**src/rtl/adder_pkg.sv**
```systemverilog
// adder_pkg: shared operand-collector state encoding and group size
package adder_pkg;
    localparam int N_OPERANDS = 4;
    typedef enum logic [2:0] {S_A, S_B, S_C, S_D, S_RESYNC} state_t;
endpackage

```
**src/rtl/operand_ext.sv**
```systemverilog
// operand_ext: widen one beat by two bits, sign- or zero-extending
module operand_ext #(
    parameter int IN_WIDTH = 32,
    parameter int SIGNED   = 1
) (
    input  logic [IN_WIDTH-1:0] data,
    output logic [IN_WIDTH+1:0] ext
);
    assign ext = (SIGNED != 0) ? {{2{data[IN_WIDTH-1]}}, data} : {2'b00, data};
endmodule

```
**src/rtl/operand_collect_421.sv**
```systemverilog
// operand_collect_421: gather four serial beats into extended A..D for a 4:1 adder,
// dropping malformed groups and counting protocol errors
module operand_collect_421
    import adder_pkg::*;
#(
    parameter int IN_WIDTH = 32,
    parameter int SIGNED   = 1,
    localparam int OUT_WIDTH = IN_WIDTH + 2
) (
    input  logic                 clk,
    input  logic                 reset,
    input  logic                 in_valid,
    input  logic [IN_WIDTH-1:0]  in_data,
    input  logic                 in_last,
    input  logic                 in_clear,
    output logic                 out_valid,
    output logic [OUT_WIDTH-1:0] A,
    output logic [OUT_WIDTH-1:0] B,
    output logic [OUT_WIDTH-1:0] C,
    output logic [OUT_WIDTH-1:0] D,
    output logic                 err,
    output logic [15:0]          err_cnt
);
    state_t state;
    logic [OUT_WIDTH-1:0] ext;
    logic [OUT_WIDTH-1:0] slot [N_OPERANDS-1];
    logic [15:0] err_next;

    operand_ext #(.IN_WIDTH(IN_WIDTH), .SIGNED(SIGNED)) u_ext (.data(in_data), .ext(ext));

    assign err_next = err_cnt + {15'd0, err_cnt != 16'hFFFF};

    always_ff @(posedge clk) begin
        if (reset) begin
            state     <= S_A;
            out_valid <= 1'b0;
            err       <= 1'b0;
            err_cnt   <= 16'd0;
            A         <= '0;
            B         <= '0;
            C         <= '0;
            D         <= '0;
        end else begin
            out_valid <= 1'b0;
            err       <= 1'b0;
            if (in_clear) begin
                state <= S_A;
            end else if (in_valid) begin
                case (state)
                    S_A, S_B, S_C: begin
                        if (in_last) begin
                            state   <= S_A;
                            err     <= 1'b1;
                            err_cnt <= err_next;
                        end else begin
                            slot[state[1:0]] <= ext;
                            state            <= state_t'(state + 3'd1);
                        end
                    end
                    S_D: begin
                        if (in_last) begin
                            A         <= slot[0];
                            B         <= slot[1];
                            C         <= slot[2];
                            D         <= ext;
                            out_valid <= 1'b1;
                            state     <= S_A;
                        end else begin
                            err     <= 1'b1;
                            err_cnt <= err_next;
                            state   <= S_RESYNC;
                        end
                    end
                    S_RESYNC: state <= in_last ? S_A : S_RESYNC;
                    default:  state <= S_A;
                endcase
            end
        end
    end
endmodule

```
**config.mk**
```make
export PLATFORM = sky130hd
export DESIGN_NAME = operand_collect_421
export DESIGN_NICKNAME = d
export VERILOG_FILES = /design/src/rtl/adder_pkg.sv /design/src/rtl/operand_ext.sv /design/src/rtl/operand_collect_421.sv
export SDC_FILE = /design/constraint.sdc
export NUM_CORES = 1
export LEC_CHECK = 0
export ABC_AREA = 1
export CORE_ASPECT_RATIO = 1.5
export CORE_MARGIN = 3
export CORE_UTILIZATION = 45
export DETAILED_ROUTE_END_ITERATION = 10
export PLACE_DENSITY = 0.78
export RECOVER_POWER = 50
export SLEW_MARGIN = 20
export SYNTH_ARGS = -nofsm -noshare
export SYNTH_HDL_FRONTEND = slang
export SYNTH_SLANG_ARGS = --single-unit
```
**constraint.sdc**
```tcl
create_clock -name clk -period 3.6 [get_ports clk]
set_clock_uncertainty 0.05 [all_clocks]
set_input_delay 0.54 -clock clk [delete_from_list [all_inputs] [get_ports clk]]
set_output_delay 0.54 -clock clk [all_outputs]
set_load 0.03 [all_outputs]
```
### Yosys cells after proc, flatten, opt, wreduce, memory -nomap -nowiden

Memories as Yosys holds them, arrays and structs flattened. A register that Yosys moved wholly into a read port is not among the register bits.
Cells that the tools add are included.

* bits in registers: 53
* memory bits (writable): 102
* output and inout bits: 154
* memories kept: 1

Memory list
* slot: words 3, width 34, read ports 3, clocked after memory_dff 3, write ports 1, RTL line operand_collect_421.sv:26 `logic [OUT_WIDTH-1:0] slot [N_OPERANDS-1];`

* add/sub/neg operators: 2
* equal/unequal tests: 7
* mux-type cells: 14
* bitwise logic cells: 3
* reductions and logical operators: 9

Operators by type and width (count)
* 16-bit 2-to-1 mux: 2
* 16-bit one-hot mux with 2 select lines: 1
* 16-bit by 1-bit adder with 16-bit output: 1
* 16-bit inequality test (second input constant): 1
* 1-bit 2-to-1 mux: 7
* 3-bit by 2-bit equality test with 1-bit output (second input constant): 2
* 3-bit 2-to-1 mux: 2
* 3-bit one-hot mux with 2 select lines: 1
* 3-bit OR reduction: 2
* 5-bit AND reduction: 1
* 2-bit inequality test (second input constant): 2
* 4-bit AND reduction: 1
* 2-bit OR reduction: 2
* 4-bit OR reduction: 1
* 3-bit by 1-bit adder with 3-bit output (second input constant): 1
* 3-bit by 1-bit equality test with 1-bit output (second input constant): 1
* 3-bit equality test (second input constant): 1
* 3-bit zero test: 1
* 1-bit NOT: 3
* 1-bit one-hot mux with 2 select lines: 1
* 2-bit nonzero test: 1

### Depth between registers and ports, before layout

* depth in word-level cells: 7
* gate-level depth with buffers: 12
* depth with buffers taken out: 12

### Cells and area by module

A second synthesis with hierarchy kept.

* cell total of the unflattened synthesis: 938
* area, all modules: 9422.8 µm²

By module, submodules not included
* operand_collect_421: instances 1, cells each 904, area each 9167.5 µm², sequential area each 6206.0 µm²
* operand_ext: instances 1, cells each 34, area each 255.2 µm², sequential area each 0.0 µm²

### Worst setup path before layout

OpenSTA, ideal clock, no wires.

* path kind: register to register
* start: reg state[0]
* end: mem slot[0][0] in the netlist's numbering, enable pin
* setup time: 0.421 ns
* data arrival time: 2.397 ns
* slack: 0.732 ns
* cell stages (with the launch flop): 9
* buffers on the path: 0
* clock period less this slack: 2.868 ns
* cells stage by stage: dfxtp_1 > inv_1 > ha_1 > inv_1 > nand2_1 > nand3_1 > inv_1 > nand2_1 > nor2_1

* longest elaborated chain between the ends: 7

Ends and longest elaborated chain
* start: declaration: RTL line operand_collect_421.sv:24 `state_t state;`
* start signal: assignment: RTL line operand_collect_421.sv:57 `state <= state_t'(state + 3'd1);`
* start signal: assignment: RTL line operand_collect_421.sv:74 `S_RESYNC: state <= in_last ? S_A : S_RESYNC;`
* 3-bit by 1-bit equality test with 1-bit output, or another cell as far along: RTL line operand_collect_421.sv:49 `case (state)`
* 3-bit OR reduction: RTL line operand_collect_421.sv:49
* 1-bit 2-to-1 mux: RTL line operand_collect_421.sv:49
* 1-bit 2-to-1 mux: RTL line operand_collect_421.sv:48 `end else if (in_valid) begin`
* 1-bit 2-to-1 mux: RTL line operand_collect_421.sv:46 `if (in_clear) begin`
* 1-bit 2-to-1 mux: RTL line operand_collect_421.sv:34 `if (reset) begin`
* 1-bit 2-to-1 mux (not written as such): RTL line operand_collect_421.sv:56 `slot[state[1:0]] <= ext;`
* end: declaration: RTL line operand_collect_421.sv:26

Parallel ways exist; a longest one is shown, timed or not.

### Worst setup path in the final report

* start: in in_valid
* end: mem slot[0][25] in the netlist's numbering, enable pin

* longest elaborated chain between the ends: 4

Ends and longest elaborated chain
* start: declaration: RTL line operand_collect_421.sv:12 `input logic in_valid,`
* 1-bit 2-to-1 mux: RTL line operand_collect_421.sv:48
* 1-bit 2-to-1 mux: RTL line operand_collect_421.sv:46
* 1-bit 2-to-1 mux: RTL line operand_collect_421.sv:34
* 1-bit 2-to-1 mux (not written as such): RTL line operand_collect_421.sv:56

Every way passes these cells.

==> results.md <==
* Run status: finished, final reports clean
* Final setup fails at 0
* Drt initial violations at slightly above 400
* Met2 Usage GRT at 0.345
* Most repeated cell in the gate-level netlist after synthesis: sky130_fd_sc_hd__nor2_1
* Number of design rule violations left after detail routing at 0
* Part of the cycle the worst path needs at 0.792
* Number of warnings issued by yosys at 0
* Net Count, Synth at between 900 and 1,000
* Share of post-route cells with drive strength above 1 at 0.0473
* Required time reported for the critical path endpoint at ~3.8 ns
* Antenna violations before repair at 0
* First-pass GRT wire length at about 32,000 um
* Unrepaired setup endpoints after global routing: false
* Area of the placeable core at between 15,000 and 20,000 um^2
* Routing layer with the top usage in global route: met2
* Clock-pin slew on the worst setup and hold paths at approximately 0.060 ns
* Relative slew slack at 0.390
* Max Cap Violations at 0
* Static leakage at 4.31 nW
* Post-Syn Area at roughly 8700 um^2
* I/O Pins at ~190
* Clock tree root driver cell: sky130_fd_sc_hd__clkbuf_16
* Fraction of registers with async set/reset at 0
* Power density of the placed cells at between 400 and 500 nW/um^2
* Final count of pins violating max slew at 0
* Peak supply drop at approximately 350 uV
* Clock buffers created by TritonCTS at 23
* Nets at 1,086
* Detailed-route via count at 6,338
* Aggregate negative setup slack at 0 ns
* Final wirelength at 20,000 um
* Arrival time of data at the critical path endpoint at 3.00 ns
* Die area at ~21,000 um^2
* Slowest library cell on the worst path: sky130_fd_sc_hd__dlygate4sd3_1
* Maximum single-stage delay on the critical path at approximately 0.8 ns
* Class of the tightest hold or removal check: flop to flop
* # diodes at 0
* Critical Path Sink Type: flop
* Buffer depth of the longest clock path at 3
* Worst hold slack at roughly 0.42 ns
* Worst-Margin Slew at about 0.91 ns
* Critical path startpoint category: input port
* Vias in the first global route at 6,329
* Antenna-violating nets left at 0
* TritonCTS clock tree: built
* Detailed placement HPWL at 13,400 um
* Max Fanout on Critical Path at 20
* Number of sinks handled by clock tree synthesis at approximately 250
* Distinct cell type count of the synthesized netlist at 25
* Top-area cell type share of the netlist area at 0.344
* Top_reg_cell synth: sky130_fd_sc_hd__dfxtp_1
* Final routed wire length divided by cell count at between 15 and 20 um
* Post-synth EDFFs at between 90 and 100
* Met1 usage at 0.217
* Post-synthesis instance total at a little under 900
* Clk Latency, worst-skew pair at approximately 0.49 ns
* Post-route core utilization at 0.608
* GR Layer Usage met3 at 0.0406
* DR vias/cell at 4.84
* Crit-path cells: dlygate4sd3_1 -> clkinvlp_2 -> nor2_1 -> nand2_1 -> nor2_4 -> buf_4
* Total of flip-flops plus latches after synthesis at between 200 and 250
* Drt first pass iters at 4
* Post-Syn Area per Cell at 9.99 um^2
* Tmin final at roughly 2.9 ns
* Starting density of the core at 0.463
* Hold-fix buffers at CTS at 0
* Layout overhead on the synthesized area at 31.3%
* Count of buffers added by post-CTS timing repair for setup at 0
* Number of hold violations in the final report at 0
* Critical path start-end classification: input port to flop
* Fraction of the yosys area taken by sequential cells at 0.677
* GR Util All Layers at 0.189
* Die extent in x at 119 um
* Number of buffers added on ports at 190
* Routability cong. at 0.954
* Synth cell count leaders: sky130_fd_sc_hd__nor2_1 (316), sky130_fd_sc_hd__dfxtp_1 (149), sky130_fd_sc_hd__o21ai_0 (132)
* Resized cells post-CTS at 0
* Maximum clock rate at approximately 350 MHz
* Grt total ovfl at 0
* Total number of H-tree levels at 1
* Post-synthesis cell type with the largest combined area: sky130_fd_sc_hd__dfxtp_1
* DIE HEIGHT at roughly 180 um
* Synth top area cells: sky130_fd_sc_hd__dfxtp_1 (34%), sky130_fd_sc_hd__edfxtp_1 (33%), sky130_fd_sc_hd__nor2_1 (14%), sky130_fd_sc_hd__o21ai_0 (7.6%), sky130_fd_sc_hd__nand2_1 (2.5%)
* Row count at slightly above 60
* Maximum number of pins on one net before global-route repair at ~150
[routing by layer]
metal  share of wire  vias to the layer above  wire length (um)
li1                -                     3178                 -
met1            0.38                     2913              7590
met2            0.52                      204             10400
met3           0.068                       43              1360
met4           0.029                        0               571
met5               0                        -                 0
[layout by cell type, fill, tap and decap left out, types with 17 or more instances in the layout]
master and count:
sky130_fd_sc_hd__clkbuf_16 24, sky130_fd_sc_hd__clkdlybuf4s50_1 51, sky130_fd_sc_hd__dfxtp_1 149, sky130_fd_sc_hd__dlygate4sd3_1 139
sky130_fd_sc_hd__edfxtp_1 96, sky130_fd_sc_hd__inv_1 21, sky130_fd_sc_hd__nand2_1 59, sky130_fd_sc_hd__nand3_1 17
sky130_fd_sc_hd__nor2_1 315, sky130_fd_sc_hd__o21ai_0 132
[worst max-delay path: cells and delay by family]
| kind | cells | cell delay [ns] |
|---|---|---|
| buf+inv | 3 | 1.41 |
| simple gates | 3 | 1.04 |
[layout make-up]
class,count,area [um^2]
inverter,24,92.6
clock inverter,8,71.3
timing repair buffer,202,2020
fill,1561,7330
clock buffer,33,664
sequential,245,5870
tap,252,315
multi-input combinational,546,2340
[report_power, final]
| part | internal, mW | switching, mW | total, mW |
|---|---|---|---|
| sequential | 2.89 | 0.00387 | 2.89 |
| combinational | 0.0544 | 0.0924 | 0.147 |
| clock | 1.36 | 0.975 | 2.33 |
| total | 4.30 | 1.07 | 5.37 |
[per-stage QoR]
stage,std cells,setup WS [ns],power (mW),area (um^2)
2_1_floorplan,867,0.732,3.03,8660
3_5_place_dp,1269,0.556,3.11,10700
4_1_cts,1310,0.987,5.43,11400
6_report,1310,0.749,5.37,11400
3_3_place_gp,1269,0.615,3.11,10700
5_1_grt,1310,0.483,5.56,11400
[path summary, 6_finish.rpt]
check / start / to / slack [ns] / cells after the start
hold reg to reg: C[4] / C[4] / 0.42 / 2
hold / removal: C[4] / C[4] / 0.42 / 2
setup reg to reg: state[0] / slot[0][25] / 1.03 / 9
setup / recovery: in_valid / slot[0][25] / 0.75 / 6
[cells by family after synthesis]
| family | synth area share |
|---|---|
| buffers and inverters | 0.0533 |
| AO/OA/AOI/OAI | 0.0812 |
| AND/OR/NAND/NOR | 0.178 |
| flip-flops | 0.677 |
| adder cells (fa/ha/maj) | 0.0101 |
[registers in the layout (all words and copies together), names as in the netlist]
signal and count:
slot 96, err 1, err_cnt 16, C 32
A 32, B 32, state 3, D 32
out_valid 1
Note: power is estimated with default switching activity, not from simulation.
